<file path="config.mk">
export PLATFORM = sky130hd
export DESIGN_NAME = can_read_channel_fsm
export DESIGN_NICKNAME = d
export VERILOG_FILES = /design/src/rtl/can_read_channel_fsm.sv
export SDC_FILE = /design/constraint.sdc
export NUM_CORES = 1
export LEC_CHECK = 0
export ABC_AREA = 1
export CAP_MARGIN = 10
export CORE_UTILIZATION = 47
export DETAILED_ROUTE_END_ITERATION = 10
export PLACE_DENSITY = 0.8
export REMOVE_ABC_BUFFERS = 1
export SLEW_MARGIN = 20
export SYNTH_ARGS = -nofsm -noshare
export SYNTH_HDL_FRONTEND = slang
export SYNTH_SLANG_ARGS = --single-unit
</file>
<file path="constraint.sdc">
create_clock -name i_clk -period 1.8 [get_ports i_clk]
set_input_delay 0.27 -clock i_clk [delete_from_list [all_inputs] [get_ports i_clk]]
set_output_delay 0.27 -clock i_clk [all_outputs]
set_load 0.05 [all_outputs]
</file>
<file path="src/rtl/can_read_channel_fsm.sv">
// rtl/can_read_channel_fsm.sv - CAN register-file read channel: decode, one-hot select, bounded ack wait, response
module can_read_channel_fsm #(
    parameter int                        ADDR_W     = 6,
    parameter int                        DATA_W     = 32,
    parameter logic [(2**ADDR_W)-1:0]    VALID_MASK = 64'h0000_0001_FFF0_01FF,
    parameter int                        TIMEOUT    = 15,
    parameter bit                        RC_EN      = 1'b1,
    parameter logic [ADDR_W-1:0]         RC_ADDR    = 6'h03
) (
    input  logic                     i_clk,
    input  logic                     i_reset_n,
    input  logic                     i_rd_req,
    input  logic [ADDR_W-1:0]        i_addr,
    output logic                     o_busy,
    output logic [(2**ADDR_W)-1:0]   o_rd_sel,
    input  logic [DATA_W-1:0]        i_reg_r_data,
    input  logic                     i_ack,
    output logic [DATA_W-1:0]        o_rd_data,
    output logic                     o_rd_valid,
    output logic                     o_rd_err,
    output logic                     o_rd_clr
);
    localparam int SEL_W = 2**ADDR_W;
    localparam int CNT_W = $clog2(TIMEOUT + 1);

    typedef enum logic [1:0] {
        IDLE = 2'd0,
        WAIT = 2'd1,
        RESP = 2'd2
    } state_t;

    state_t             state;
    logic [ADDR_W-1:0]  addr;
    logic [CNT_W-1:0]   cnt;

    // Outputs are set on the transition into the state that owns them,
    // so every port is a flop and nothing combinational reaches a pin.
    always_ff @(posedge i_clk or negedge i_reset_n) begin
        if (!i_reset_n) begin
            state      <= IDLE;
            addr       <= '0;
            cnt        <= '0;
            o_busy     <= 1'b0;
            o_rd_sel   <= '0;
            o_rd_data  <= '0;
            o_rd_valid <= 1'b0;
            o_rd_err   <= 1'b0;
            o_rd_clr   <= 1'b0;
        end else begin
            o_rd_valid <= 1'b0;
            o_rd_err   <= 1'b0;
            o_rd_clr   <= 1'b0;
            case (state)
                IDLE: begin
                    if (i_rd_req) begin
                        addr   <= i_addr;
                        o_busy <= 1'b1;
                        if (VALID_MASK[i_addr]) begin
                            state    <= WAIT;
                            cnt      <= '0;
                            o_rd_sel <= SEL_W'(1) << i_addr;
                        end else begin
                            state      <= RESP;
                            o_rd_data  <= '0;
                            o_rd_valid <= 1'b1;
                            o_rd_err   <= 1'b1;
                        end
                    end
                end
                WAIT: begin
                    // Acknowledge takes priority over the timeout on the last wait cycle.
                    if (i_ack) begin
                        state      <= RESP;
                        o_rd_sel   <= '0;
                        o_rd_data  <= i_reg_r_data;
                        o_rd_valid <= 1'b1;
                        o_rd_clr   <= RC_EN && (addr == RC_ADDR);
                    end else if (cnt == CNT_W'(TIMEOUT - 1)) begin
                        state      <= RESP;
                        o_rd_sel   <= '0;
                        o_rd_data  <= '0;
                        o_rd_valid <= 1'b1;
                        o_rd_err   <= 1'b1;
                    end else begin
                        cnt <= cnt + CNT_W'(1);
                    end
                end
                RESP: begin
                    state  <= IDLE;
                    o_busy <= 1'b0;
                end
                default: begin
                    state    <= IDLE;
                    o_busy   <= 1'b0;
                    o_rd_sel <= '0;
                end
            endcase
        end
    end
endmodule
</file>
# Word level (Yosys, flattened, before mapping)
# Memory sizes are Yosys's and may differ from the RTL's.
# Index checks and enable logic that the tools add are counted.
# Widths: inputs -> output; s select.
dict set report totals {
  ff_bits 112
  romBits 64
  inputBits 42
  out_inout_bits 100
  word_cells 65
  n_memories 1
}
dict set report classes {
  add_sub_neg 1
  n_lt_le_gt_ge 1
  n_eq_ne 10
  shift 1
  mux 32
  n_bitwise 2
  reduce_logical 8
}
# name depth width rd rd_ports_with_merged_regs write_ports line_no
set mem_list {}
lappend mem_list {{(no name shown)} 64 1 1 0 0 58} ;# if (VALID_MASK[i_addr]) begin
# operator count
set ops {}
lappend ops {{$mux 64} 4}
lappend ops {{$pmux 64 s3} 1}
lappend ops {{$mux 32} 4}
lappend ops {{$pmux 32 s2} 1}
lappend ops {{$shl 1x6->64 const A} 1}
lappend ops {{$mux 4} 4}
lappend ops {{$ne 2x2->1 const B} 5}
lappend ops {{$mux 1} 9}
lappend ops {{$mux 2} 4}
lappend ops {{$pmux 4 s2} 1}
lappend ops {{$reduce_and 4->1} 2}
lappend ops {{$lt 6x7->1 const B} 1}
lappend ops {{$eq 6x2->1 const B} 1}
lappend ops {{$pmux 1 s2} 3}
lappend ops {{$reduce_and 2->1} 3}
lappend ops {{$reduce_and 5->1} 1}
lappend ops {{$add 4x1->4 const B} 1}
lappend ops {{$eq 4x4->1 const B} 1}
lappend ops {{$pmux 2 s2} 1}
lappend ops {{$ne 3x3->1 const B} 1}
lappend ops {{$eq 2x1->1 const B} 1}
lappend ops {{$eq 2x2->1 const B} 1}
lappend ops {{$logic_not 2->1} 1}
lappend ops {{$not 1->1} 2}
lappend ops {{$reduce_bool 2->1} 1}

# Longest topological paths before layout
dict set report logic_depth {
  depth_word 5
  mapped_depth 10
  ltp_nobuf 9
}

# Least setup slack after synthesis
# OpenSTA, ideal clock, no wires.
dict set report synth_timing {
  path_type {register -> register}
  startpoint {register cnt[0]}
  endpoint {register o_rd_sel[10]}
  setup_ns 0.116
  t_arrival_ns 1.351
  required_time_ns 1.684
  slack_ns 0.332
  path_stages_with_launch 11
  path_buffers 1
  period_less_slack_ns 1.468
  cell_sequence {dfrtp_1 -> inv_1 -> ha_1 -> nand3_1 -> nand3_1 -> nand2_1 -> nor2_4 -> nand2_4 -> inv_4 -> buf_6 -> nor2_2}
}
dict set report synth_via {
  elab_chain_len 3
}
# element line_no
set synth_rtl {}
lappend synth_rtl {{from (decl)} 34} ;# logic [CNT_W-1:0] cnt;
lappend synth_rtl {{from (signal assigned)} 85} ;# cnt <= cnt + CNT_W'(1);
lappend synth_rtl {{$eq 4x4->1} 78} ;# end else if (cnt == CNT_W'(TIMEOUT - 1)) begin
lappend synth_rtl {{$ne 3x3->1 (no line)} --}
lappend synth_rtl {{$reduce_and 4->1 (no line)} --}
lappend synth_rtl {{to (signal assigned)} 61} ;# o_rd_sel <= SEL_W'(1) << i_addr;
lappend synth_rtl {{to (decl)} 15} ;# output logic [(2**ADDR_W)-1:0] o_rd_sel,
# No other way between the ends.
# A chain may end at the register's enable or synchronous reset.

# Worst setup path after layout
dict set report layout_timing {
  startpoint {register cnt[0]}
  endpoint {register o_rd_sel[13]}
}
# The elaborated chain is that of the path after synthesis.

==> metrics.md <==
| Metric | Value |
|---|---|
| Die Width | 102.0 um |
| First-pass iteration count of the detailed router | 4 |
| Total gr overflow | 0 |
| Vias | 3783 |
| Clk slew on worst S/H paths | 0.11 ns |
| Leading cell type in the layout, fill and taps excluded | nand2_1 |
| Initial Util | 0.4828 |
| Total Power | 6.436 mW |
| Max-slew violations | 0 |
| Power per cell area | 990.7 nW/um^2 |
| First-pass GRT wire length | about 16000 um |
| Fin crit period | 1.611 ns |
| Synth-to-Final Area Change | 38.31% |
| CP startpoint kind | register |
| H-tree levels | 3 |
| Clk_skew | roughly 0.012 ns |
| Core area | 9729 sq um |
| Vias per cell | 4.670 |
| Most frequent cells in the layout | 148 x nand2_1, 112 x dfrtp_1, 79 x dlygate4sd2_1, 72 x nand3_1, 58 x inv_1 |
| Post-synth top area share | 0.5967 |
| Max Clock Freq | 620.6 MHz |
| Mapped Cells | approximately 520 |
| Final #Nets | 716 |
| WP data arrival | 1.87 ns |
| Leading cell types by total area after synthesis | dfrtp_1 60%, nand2_1 12%, nand3_1 7.7% |
| Die H | ~100 um |
| Boundary Pins | 142 |
| Detailed router's first-iteration violation count | around 140 |
| Clk buf depth | 2 |
| Critical Path, Cell by Cell | inv_1, ha_1, nand3_1, nand3_1, nand2_1, nor2_4, nand2_4, inv_4, buf_12, nor2_2 |
| Die area | 10400 sq um |
| Final-report hold violation count | 0 |
| Met2 wire length | 4727 um |
| Initial antenna violation count | 0 |
| CP max stage delay | 0.44 ns |
| DRC violations left | 0 |
| Pleak | 3.639 nW |
| Dpl cells | 793 |
| Sequential cell area fraction in the yosys report | 0.5967 |
| Layout cell share with drive strength beyond 1 | 0.1699 |
| PortBufs | between 100 and 150 |
| Final Instance Area | 6496 sq um |
| Worst EP required | 2.06 ns |
| Clock Sink Count | 112 |
| TritonCTS clock tree | built |
| Placed inst area | 6350 sq um |
| RSZ-0062 raised after global routing | false |
| Number of global-route vias before repair | approximately 3500 |
| CTS Buf Count | 9 |
| Worst-Skew Late Latency | 0.36 ns |
| Routed wire per std cell | between 10 and 15 um |
| Diode count | 0 |
| Synthesized area per cell | around 9 sq um |
| Total routed wirelength | ~10000 um |
| Syn. warnings | 0 |
| Critical path class | reg -> reg |
| Flops & latches, synth | 112 |
| Largest net degree at the start of global routing | 46 |
| Peak supply drop | 0.6239 mV |
| Max-Cap Viols | 0 |
| Detailed Place HPWL | 7284 um |
| Cell mode on critical path | nand3_1 |
| Highest Signal Layer | met4 |
| CP endpoint kind | register |
| ANT nets after route | 0 |
| Met3 wire len | 640 um |
| Final Cycle Share | 0.8952 |
| FF-to-FF path depth | 10 |
| Final GP Congestion | 0.8428 |
| Cell Area, Synth | between 4000 and 5000 sq um |
| M1 WL | 4476 um |
| Clk root buf | clkbuf_8 |
| Crit-path slowest cell | dfrtp_1 |
| Max-slew headroom | 0.6531 |
| Final setup viols | 0 |
| Post-synthesis cell type count | 28 |
| Status | complete, no violations |
| Gr usage total | 0.2004 |
| Hold WS | 0.3850 ns |
| Post-Layout Cell Count | 810 |
| Cell row count | 36 |
| CP max FO | 21 |
| Cell taking the most area after synthesis | dfrtp_1 |
| Worst min-delay path class | in -> async |
| Worst slew pin tran | 0.5224 ns |
-- cells in the mapped netlist --
cell type  instances
nand2_1          148
dfrtp_1          112
nand3_1           72
inv_1             58
nor2_2            43
nor2_1            30
clkbuf_1           8
buf_2              7
o21ai_0            6
buf_4              4
buf_6              4
inv_2              4
nor3_1             4
ha_1               2
nand2_2            2
nor2_4             2
or2_2              2
a21oi_1            1
inv_4              1
nand2_4            1
nand3_2            1
nand3_4            1
nand4_2            1
nor3b_1            1
nor4_1             1
o31ai_1            1
xnor2_1            1
xor2_1             1
-- through the flow --
step	setup TNS (ns)	utilization	setup slack [ns]
2_1_floorplan	-9.047	-	-0.2469
3_3_place_gp	0	0.6526	0.04840
3_5_place_dp	0	0.6526	0.006907
4_1_cts	0	0.6663	0.003137
5_1_grt	0	0.6677	0.02500
6_report	0	0.6677	0.1886
-- worst max-delay path, delay by kind of cell, from the launching register on --
kind	cells	cell delay, ns
adders and majority gates	1	0.13
buffers and inverters	3	0.32
DFF	1	0.44
and+or+nand+nor	6	0.61
-- registers in the layout (all words and copies together) (netlist names), 2 cells and up --
register,count
cnt,4
addr,6
o_rd_data,32
state,2
o_rd_sel,64
-- cells by family (layout without fill, tap and decap cells) --
| family | count (synthesis) | in the layout | synth area share |
|---|---|---|---|
| compound gates | 8 | 8 | 0.009057 |
| xor+xnor | 2 | 2 | 0.003730 |
| flops | 112 | 112 | 0.5967 |
| fa+ha+maj | 2 | 2 | 0.005327 |
| simple gates | 309 | 309 | 0.3045 |
| buf+inv | 86 | 244 | 0.08071 |
-- layout make-up --
cell class | instances | area [sq um]
sequential | 112 | 2803
timing repair buffer | 165 | 1551
fill | 816 | 3233
tap | 133 | 166.4
clock inverter | 7 | 97.59
inverter | 63 | 239.0
multi-input combinational | 321 | 1515
clock buffer | 9 | 123.9
-- final timing paths --
path | from | end | slack [ns]
max | cnt[0]$_DFFE_PN0P_ | o_rd_sel[13]$_DFFE_PN0P_ | 0.19
max reg2reg | cnt[0]$_DFFE_PN0P_ | o_rd_sel[13]$_DFFE_PN0P_ | 0.19
min in group i_clk | i_reg_r_data[19] | o_rd_data[19]$_DFFE_PN0P_ | 0.43
min reg2reg | o_rd_sel[31]$_DFFE_PN0P_ | o_rd_sel[31]$_DFFE_PN0P_ | 0.48
max in group asynchronous | i_reset_n | o_rd_sel[45]$_DFFE_PN0P_ | 0.83
min | i_reset_n | o_rd_err$_DFF_PN0_ | 0.38
-- per-layer routing --
layer / vias up / track usage
met5: - / 0
met4: 0 / 0.08022
met3: 13 / 0.04856
met2: 114 / 0.3180
met1: 1767 / 0.2662
li1: 1889 / -
-- repair_timing --
action | 4_1_cts | 5_1_grt
endpoints found under the setup margin | 79 | 7
cloned | 0 | 0
buffers inserted | 0 | 0
hold buffers | 1 | 0
hold endpoints to repair | 31 | 0
resized for setup | 79 | 5
pin swaps | 0 | 0
-- power breakdown --
group | total [mW] | internal (mW) | switching (mW)
Combinational | 1.96 | 0.584 | 1.37
Clock | 1.60 | 0.695 | 0.900
Sequential | 2.88 | 2.75 | 0.134
Total | 6.44 | 4.03 | 2.41
(Power assumes the default switching activity.)
==> RTL change: new RTL, config.mk and constraints unchanged <==
Change the parameter `DATA_W` from 32 to 64.
--- a/src/rtl/can_read_channel_fsm.sv
+++ b/src/rtl/can_read_channel_fsm.sv
@@ -1,7 +1,7 @@
 // rtl/can_read_channel_fsm.sv - CAN register-file read channel: decode, one-hot select, bounded ack wait, response
 module can_read_channel_fsm #(
     parameter int                        ADDR_W     = 6,
-    parameter int                        DATA_W     = 32,
+    parameter int                        DATA_W     = 64,
     parameter logic [(2**ADDR_W)-1:0]    VALID_MASK = 64'h0000_0001_FFF0_01FF,
     parameter int                        TIMEOUT    = 15,
     parameter bit                        RC_EN      = 1'b1,
Ports: changed (resized i_reg_r_data and o_rd_data); port bits go from 142 to 206. The function was not compared with the original's and may differ.
==> RTL change against the unedited design <==
  * Total power is 63% higher
  * Design area is 42% higher
  * Non-clock buffer count is 76 higher
  * Synthesized area is 37% higher
  * Wire length is 52% higher
  * Setup slack worse by 0.078 ns
  * Sequential cell count is 32 higher
==> RTL change: results (changes against the unedited design) <==
INFO  metric synth.area.top_cells = sky130_fd_sc_hd__dfrtp_1 56%, sky130_fd_sc_hd__nand2_1 12%, sky130_fd_sc_hd__nor2_4 7.9%
INFO  metric synth-adder-area-share = 0.390% (-0.14 points)
INFO  metric grt.met1_usage = 30.3% (+3.7 points)
INFO  metric max-vdd-ir-drop = 0.649 mV (+4.0%)
INFO  metric cts_root_cell = sky130_fd_sc_hd__clkbuf_16
INFO  metric grt_util_met2 = 37.1% (+5.3 points)
INFO  metric clkSlewWorstSetupHoldPaths = 0.06 ns (-0.05 ns)
INFO  metric synth_top_cells_by_count = 211 x sky130_fd_sc_hd__nand2_1, 144 x sky130_fd_sc_hd__dfrtp_1, 74 x sky130_fd_sc_hd__nand3_1
INFO  metric fin_nets = 960 (+34%)
INFO  metric grt_first_pass_wirelength = 25400 um (+55%)
INFO  metric routed_wire_length_on_met2 = 7330 um (+55%)
INFO  metric htree_num_levels = 4 (+1)
INFO  metric worst-r2r-setup-slack = 0.11 ns (-0.08 ns)
INFO  metric dp.final_hpwl = 10800 um (+48%)
INFO  metric grtUsageTotal = 23.2% (+3.1 points)
INFO  metric max_slew.worst_pin.slew = 0.532 ns (+0.00984 ns)
INFO  metric fillCellCount = 1064 (+30%)
INFO  metric synthXorXnorAreaFrac = 0.273% (-0.10 points)
INFO  metric worstPathArrival = 1.99 ns (+0.12 ns)
INFO  metric cellPowerDensity = 1140 nW/um^2 (+15%)
INFO  metric drive_above_1_share = 22.9% (+5.9 points)
INFO  metric detail_route.first_pass.iterations = 5 (+1)
INFO  metric status = finished, final reports clean
INFO  metric clock_latency = 0.41 ns (+0.05 ns)
INFO  metric yosysSeqAreaShare = 56.2% (-3.5 points)
INFO  metric avgViaCountPerCell = 4.74 (+1.4%)
INFO  metric numCtsBuffers = 17 (+8)
INFO  metric placement.io_buffers = 205 (+45%)
INFO  metric leakage = 4.86 nW (+34%)
INFO  metric detailedRoute.firstIterationViolations = 274 (+99%)
INFO  metric met1_length = 6650 um (+49%)
INFO  metric yosysUniqueCellTypes = 30 (+7.1%)
INFO  metric cpPeakStageDelay = 0.42 ns (-0.02 ns)
INFO  metric placed_cell_area = 8720 sq um (+37%)
RTL change: cell count changes in the layout (fill, tap and decap cells not counted), sizes merged:
cell and change:
clkinvlp +6, buf +37, clkbuf +10, dfrtp +32, nand2 +64, clkinv +3
clkdlybuf4s50 +32, nand3 +32, inv -3, dlygate4sd2 +11, dlymetal6s2s -4
RTL change: report_power, final:
group | switching [mW] | internal [mW] | leakage [nW] | total [mW]
combinational | 2.33 | 0.988 | 2.64 | 3.32
sequential | 0.247 | 3.63 | 1.96 | 3.87
clock | 1.33 | 1.97 | 0.264 | 3.30
total | 3.91 | 6.58 | 4.86 | 10.5
RTL change: critical path, delay by kind of cell (launching register included):
kind | cells | cell delay [ns]
AND/OR/NAND/NOR | 6 | 0.62
flip-flops | 1 | 0.42
buffers and inverters | 3 | 0.39
adder cells (fa/ha/maj) | 1 | 0.14
RTL change: metrics by stage:
stage / std cells / worst slack (ns)
6_report: 1073 / 0.111
3_5_place_dp: 1040 / -0.0399
4_1_cts: 1073 / 0.109
5_1_grt: 1073 / -0.0152
2_1_floorplan: 624 / -0.760
3_3_place_gp: 1040 / 0.00285
RTL change: logic make-up (layout without fill, tap and decap cells):
group | Yosys count | count (layout)
and+or+nand+nor | 405 | 405
adders and majority gates | 2 | 2
buffers and inverters | 97 | 336
xor gates and xnor gates | 2 | 2
DFF | 144 | 144
AOI/OAI and AO/OA | 8 | 8
RTL change: layout make-up:
type	count	share of cell area, %
timing repair buffer	241	24.4
tap	176	2.40
inverter	63	2.63
sequential	144	39.2
multi-input combinational	417	25.2
clock inverter	13	1.22
clock buffer	19	4.93
RTL change: repair_timing:
action	in CTS	in global routing
setup endpoints to repair	90	3
hold buffers	1	0
endpoints found under the hold margin	35	0
resized for setup	90	2
